--- src/rtl/regfile_scoreboard.sv ---
// Register file with a per-register busy scoreboard for an in-order issue stage.
// Two combinational read ports report data and pending-write status, one
// writeback port stores results and retires pending writes, and one reservation
// port marks a destination as pending. A flush drops every pending reservation.
// Optional macro REGFILE_BYPASS_EN forwards same-cycle writeback data to the
// read ports.
module regfile_scoreboard #(
    parameter int XLEN  = 32,
    parameter int NREGS = 32
) (
    input  logic            clk,
    input  logic            rst,
    input  logic [4:0]      rs1_addr,
    input  logic [4:0]      rs2_addr,
    output logic [XLEN-1:0] rs1_data,
    output logic [XLEN-1:0] rs2_data,
    output logic            rs1_busy,
    output logic            rs2_busy,
    input  logic            rsv_en,
    input  logic [4:0]      rsv_addr,
    output logic            rsv_ready,
    input  logic            rd_en,
    input  logic [4:0]      rd_addr,
    input  logic [XLEN-1:0] rd_data,
    input  logic            flush,
    output logic [5:0]      busy_cnt
);

    localparam logic [5:0] NREGS_L = 6'(NREGS);

    logic [NREGS-1:0][XLEN-1:0] regs_q, regs_d;
    logic [NREGS-1:0]           busy_q, busy_d;
    logic                       wb_ok;
    logic                       rsv_ok;

    // Indices 0 and >= NREGS are not real storage; they never write or reserve.
    assign wb_ok  = rd_en && (rd_addr != 5'd0) && ({1'b0, rd_addr} < NREGS_L);
    assign rsv_ok = (rsv_addr != 5'd0) && ({1'b0, rsv_addr} < NREGS_L);

    // Read ports: a decoded mux, so out-of-range indices match nothing and read 0.
    // Entry 0 is reset to 0 and never written, so x0 reads as 0 through the mux.
    always_comb begin
        rs1_data = '0;
        rs2_data = '0;
        rs1_busy = 1'b0;
        rs2_busy = 1'b0;
        for (int i = 0; i < NREGS; i++) begin
            if (rs1_addr == 5'(i)) begin
                rs1_data = regs_q[i];
                rs1_busy = busy_q[i];
            end
            if (rs2_addr == 5'(i)) begin
                rs2_data = regs_q[i];
                rs2_busy = busy_q[i];
            end
        end
`ifdef REGFILE_BYPASS_EN
        if (wb_ok && (rd_addr == rs1_addr)) begin
            rs1_data = rd_data;
            rs1_busy = 1'b0;
        end
        if (wb_ok && (rd_addr == rs2_addr)) begin
            rs2_data = rd_data;
            rs2_busy = 1'b0;
        end
`endif
    end

    // WAW stall: refuse a busy destination unless this cycle's writeback retires it.
    always_comb begin
        rsv_ready = 1'b1;
        for (int i = 1; i < NREGS; i++) begin
            if ((rsv_addr == 5'(i)) && busy_q[i] && !(rd_en && (rd_addr == rsv_addr)))
                rsv_ready = 1'b0;
        end
    end

    // Population count of pending destinations.
    always_comb begin
        busy_cnt = '0;
        for (int i = 0; i < NREGS; i++)
            busy_cnt = busy_cnt + 6'(busy_q[i]);
    end

    // Next state: writeback clears busy first, then flush or reservation applies,
    // so a reservation on the writeback target ends with busy set.
    always_comb begin
        regs_d = regs_q;
        busy_d = busy_q;
        for (int i = 1; i < NREGS; i++) begin
            if (wb_ok && (rd_addr == 5'(i))) begin
                regs_d[i] = rd_data;
                busy_d[i] = 1'b0;
            end
        end
        if (flush) begin
            busy_d = '0;
        end else if (rsv_en && rsv_ready && rsv_ok) begin
            for (int i = 1; i < NREGS; i++) begin
                if (rsv_addr == 5'(i))
                    busy_d[i] = 1'b1;
            end
        end
    end

    // State registers with synchronous active-low reset.
    always_ff @(posedge clk) begin
        if (!rst) begin
            regs_q <= '0;
            busy_q <= '0;
        end else begin
            regs_q <= regs_d;
            busy_q <= busy_d;
        end
    end

endmodule

--- config.mk ---
export PLATFORM = sky130hd
export DESIGN_NAME = regfile_scoreboard
export DESIGN_NICKNAME = d
export VERILOG_FILES = /design/src/rtl/regfile_scoreboard.sv
export SDC_FILE = /design/constraint.sdc
export NUM_CORES = 2
export LEC_CHECK = 0
export ABC_AREA = 1
export CAP_MARGIN = 25
export CORE_MARGIN = 2
export CORE_UTILIZATION = 35
export CTS_CLUSTER_DIAMETER = 30
export DETAILED_ROUTE_END_ITERATION = 16
export SYNTH_ARGS = -nofsm -noshare
export SYNTH_HDL_FRONTEND = slang
export SYNTH_SLANG_ARGS = --single-unit
--- constraint.sdc ---
create_clock -name clk -period 16.5 [get_ports clk]
set_input_delay 4.125 -clock clk [delete_from_list [all_inputs] [get_ports clk]]
set_output_delay 4.125 -clock clk [all_outputs]
set_load 0.01 [all_outputs]
==> results_tabular.tex <==
\begin{tabular}{lr}
\hline
Metric & Value \\
\hline
\multicolumn{2}{l}{\textbf{Synth}} \\
Post-synthesis sequential element count & roughly 1k \\
Cells after synthesis & $\sim$8.3k \\
Primary FF master, synth & sky130\_fd\_sc\_hd\_\_dfxtp\_1 \\
Synthesized area per cell & roughly 6.3 µm² \\
Sequential fraction of the synthesis area & 39.0\% \\
Count of distinct cell types in the synthesized netlist & between 40 and 50 \\
Post-synth EDFFs & 0 \\
Post-synthesis async set-or-reset flop share & 0\% \\
Ys Warns & 0 \\
Post-Syn Nets & approximately 8.4k \\
Synthesized area & about 0.053 mm² \\
\multicolumn{2}{l}{\textbf{Detailed routing}} \\
Number of DRC markers after the initial detailed-route iteration & roughly 8.3k \\
Average detailed-routed wire length per instance & approximately 23 µm \\
Number of vias in the routed layout & 59.6k \\
DRC violation count after routing & 0 \\
Antenna-violating nets left & 0 \\
Ratio of routed vias to standard cells & 5.72 \\
Wirelength, routed & 242000 µm \\
First drt pass iteration count & 8 \\
\multicolumn{2}{l}{\textbf{Clocking}} \\
Resized Gates After CTS & 0 \\
Count of hold-fix buffers inserted at cts & 0 \\
H-tree depth & 5 \\
Clock Latency Late Sink & 880 ps \\
Total clock sinks & between 1k and 1.5k \\
Maximum buffer depth of the clock tree & 4 \\
TritonCTS clock tree & yes \\
Post-CTS clock slew at the launch and capture registers of the worst setup and hold paths & 40 ps \\
Total clock buffers created by CTS & approximately 270 \\
Clock tree root buffer cell & sky130\_fd\_sc\_hd\_\_clkbuf\_16 \\
Post-CTS Repair Setup Buffers & 0 \\
\multicolumn{2}{l}{\textbf{Job}} \\
Max Cap Viol & 0 \\
\multicolumn{2}{l}{\textbf{Final layout}} \\
Fraction of final layout cells with drive strength greater than 1 & under 10\% \\
Number of inserted filler cells in the final layout & around 15k \\
Core Util, Final & a little over two fifths \\
Final Instance Count excl. Fillers & between 10k and 15k \\
Post-layout nets & 8282 \\
Synth-to-layout area growth & 23.0\% \\
\multicolumn{2}{l}{\textbf{Timing}} \\
Setup TNS after final layout & 0 ps \\
Final Hold Viols & 0 \\
Post-route worst setup slack & approximately 2500 ps \\
Fin crit share & a little over four fifths \\
Transition at the pin with the smallest max-transition slack & about 1100 ps \\
Shortest clock period the worst path allows after layout & between 10000 and 15000 ps \\
Setup violators final & 0 \\
Setup Skew & roughly 15 ps \\
Fin. max-slew vios & 0 \\
Setup repair after global routing missed its margin & false \\
Highest attainable clock frequency & a little over 0.07 GHz \\
Worst max-slew margin expressed relative to the limit & between 20 and 30\% \\
\multicolumn{2}{l}{\textbf{GRT}} \\
Remaining global-route overflow & 0 \\
Antenna violations before repair & 8 \\
Global routing's busiest layer & met2 \\
Met1 Resource Use GR & roughly two fifths \\
Global-route met3 utilization & under 10\% \\
Maximum number of pins on one net before global-route repair & 194 \\
Global routing usage on met2 & 45.8\% \\
Via count of the first global-routing pass & approximately 54k \\
Overall global routing resource usage & 30.4\% \\
Global-route wire length before repair & $\sim$350000 µm \\
\multicolumn{2}{l}{\textbf{Setup path}} \\
Signal arrival time at the worst endpoint & 9880 ps \\
Launching element type of the critical path & primary input \\
Crit-path slowest cell & sky130\_fd\_sc\_hd\_\_clkdlybuf4s50\_1 \\
Peak fanout along the critical path & 29 \\
Required time at the worst-slack endpoint & about 12000 ps \\
Maximum cell stage delay along the critical path & 1020 ps \\
Kind of critical path & in -> out \\
Crit path max-delay family & simple AND/OR/NAND/NOR gates \\
Flop-to-flop setup slack & roughly 13000 ps \\
Crit-path cells & clkdlybuf4s50\_1 -> clkinv\_2 -> nand2\_2 -> nor2\_2 -> inv\_2 -> nor2\_1 -> nor2\_1 -> nand4\_1 -> nor2\_1 -> nand4\_1 -> nor2\_1 -> nand4\_1 -> nor2\_1 -> nand4\_1 -> nor2\_1 -> nand4\_1 -> nor2\_1 -> nand4\_1 -> nor2\_1 -> nand4\_1 -> clkdlybuf4s50\_1 \\
CP Capture Type & output port \\
Most common cell type on the critical path & sky130\_fd\_sc\_hd\_\_nor2\_1 \\
Buffering stage count on the worst path with inverters included & 4 \\
\multicolumn{2}{l}{\textbf{Floorplan}} \\
Number of rows created at floorplan & about 140 \\
Die W & a little under 400 µm \\
Starting Density & 35.2\% \\
Core Region & 0.149 mm² \\
Number of top-level pins & 130 \\
Die Outline Area & approximately 0.15 mm² \\
Vertical extent of the die & between 300 and 400 µm \\
\multicolumn{2}{l}{\textbf{Place}} \\
DPL Wire Length & roughly 150000 µm \\
Pre-CTS setup slack & around 2700 ps \\
Routability cong. & 0.953 \\
Count of buffers inserted at the top-level ports & 129 \\
Number of cells in the design after placement & 9931 \\
\multicolumn{2}{l}{\textbf{Power and ir drop}} \\
Worst IR Drop VDD & 0.0000811 V \\
Leakage power & about 22 nW \\
Pwr/cell area & between 100 and 150 mW/mm² \\
\multicolumn{2}{l}{\textbf{Hold path}} \\
Hold Path Class & reg -> reg \\
\multicolumn{2}{l}{\textbf{Outcome}} \\
Run status & complete, no violations \\
\hline
\end{tabular}
sequential cells by signal, summed over array words and instances, names as in the netlist:
name    flops
busy_q     31
regs_q    992
metrics by stage:
| step | hold slack (ps) | cell area (µm²) | power, W |
|---|---|---|---|
| 3_5_place_dp | 457 | 55200 | 0.00296 |
| 4_1_cts | 465 | 64500 | 0.00836 |
| 5_1_grt | 478 | 64600 | 0.00853 |
| 3_3_place_gp | 450 | 55200 | 0.00296 |
| 2_1_floorplan | 437 | 52500 | 0.00278 |
| 6_report | 465 | 64600 | 0.00835 |
tightest hold or removal path: cells and delay by family (launching register included):
family	cells	cell delay, ps
flip-flops	1	300
buffers and inverters	1	60
AO/OA/AOI/OAI	1	50
layout make-up:
type                    instances  area [µm²]  area share, %
clock inverters                90        1340           2.08
diodes                          4        10.0         0.0155
flip-flops and latches       1023       20500           31.7
multi-input cells            6105       27700           42.9
inverters                     492        1860           2.89
well taps                    2016        2520           3.90
clock buffers                 376        7980           12.4
repair buffers                299        2670           4.14
cells in the final DEF (no fill, tap or decap), drive strengths merged, types with 8 or more instances in the layout:
cell,instances
nand2,2035
nor2,1445
dfxtp,1023
a21oi,797
o21ai,610
nand4,597
nand3,525
inv,481
clkbuf,376
buf,171
clkdlybuf4s50,128
clkinv,57
bufinv,33
nor3,28
fa,23
clkinvlp,11
or2,10
o2111ai,8
cell usage after synthesis (3+ instances only):
library cell	number	area share, %
sky130_fd_sc_hd__nand2_2	7	0.083
sky130_fd_sc_hd__dfxtp_1	1023	39
sky130_fd_sc_hd__clkbuf_1	593	4.2
sky130_fd_sc_hd__clkinv_1	7	0.050
sky130_fd_sc_hd__ha_1	7	0.17
sky130_fd_sc_hd__o21ai_0	610	5.8
sky130_fd_sc_hd__nor2_1	1427	10
sky130_fd_sc_hd__xnor2_1	3	0.050
sky130_fd_sc_hd__nand4_1	597	7.1
sky130_fd_sc_hd__or2_2	8	0.095
sky130_fd_sc_hd__buf_6	3	0.064
sky130_fd_sc_hd__a21oi_1	797	7.6
sky130_fd_sc_hd__nand2_1	2027	14
sky130_fd_sc_hd__o2111ai_1	8	0.13
sky130_fd_sc_hd__buf_4	8	0.11
sky130_fd_sc_hd__buf_1	27	0.19
sky130_fd_sc_hd__inv_1	464	3.3
sky130_fd_sc_hd__fa_1	23	0.88
sky130_fd_sc_hd__buf_2	40	0.38
sky130_fd_sc_hd__nor2_4	3	0.064
sky130_fd_sc_hd__nor3_1	24	0.23
sky130_fd_sc_hd__nand3_1	525	5.0
sky130_fd_sc_hd__nor2_2	15	0.18
sky130_fd_sc_hd__a221oi_1	4	0.067
sky130_fd_sc_hd__inv_2	21	0.15
per-layer routing:
layer	vias up	wire length, µm
met5	-	38
met4	6	14000
met3	806	28900
met2	3902	104000
met1	27800	95600
li1	27100	-
worst paths after layout:
| path | start | endpoint | depth (start not counted) |
|---|---|---|---|
| max | rs1_addr[4] | rs1_data[10] | 21 |
| min | regs_q[772] | regs_q[772] | 2 |
| max reg2reg | busy_q[1] | busy_q[8] | 8 |
| min reg2reg | regs_q[772] | regs_q[772] | 2 |
cells by family (layout without fill, tap and decap cells):
logic type / after synthesis / after routing / share of synthesized area [%]
compound gates: 1428 / 1428 / 13.8
xor+xnor: 5 / 5 / 0.0834
fa+ha+maj: 30 / 30 / 1.04
buf+inv: 1163 / 1257 / 8.51
flops: 1023 / 1023 / 39.0
other cells: 0 / 4 / 0
simple gates: 4642 / 4642 / 37.6
report_power, final:
group | leakage, nW | internal [W] | total [W] | switching [W]
registers | 8.25 | 0.00251 | 0.00252 | 0.0000168
logic | 9.50 | 0.0000885 | 0.000415 | 0.000326
clock network | 4.58 | 0.00384 | 0.00541 | 0.00158
total | 22.3 | 0.00643 | 0.00835 | 0.00192
No activity file was read; power rests on OpenSTA's default activity.
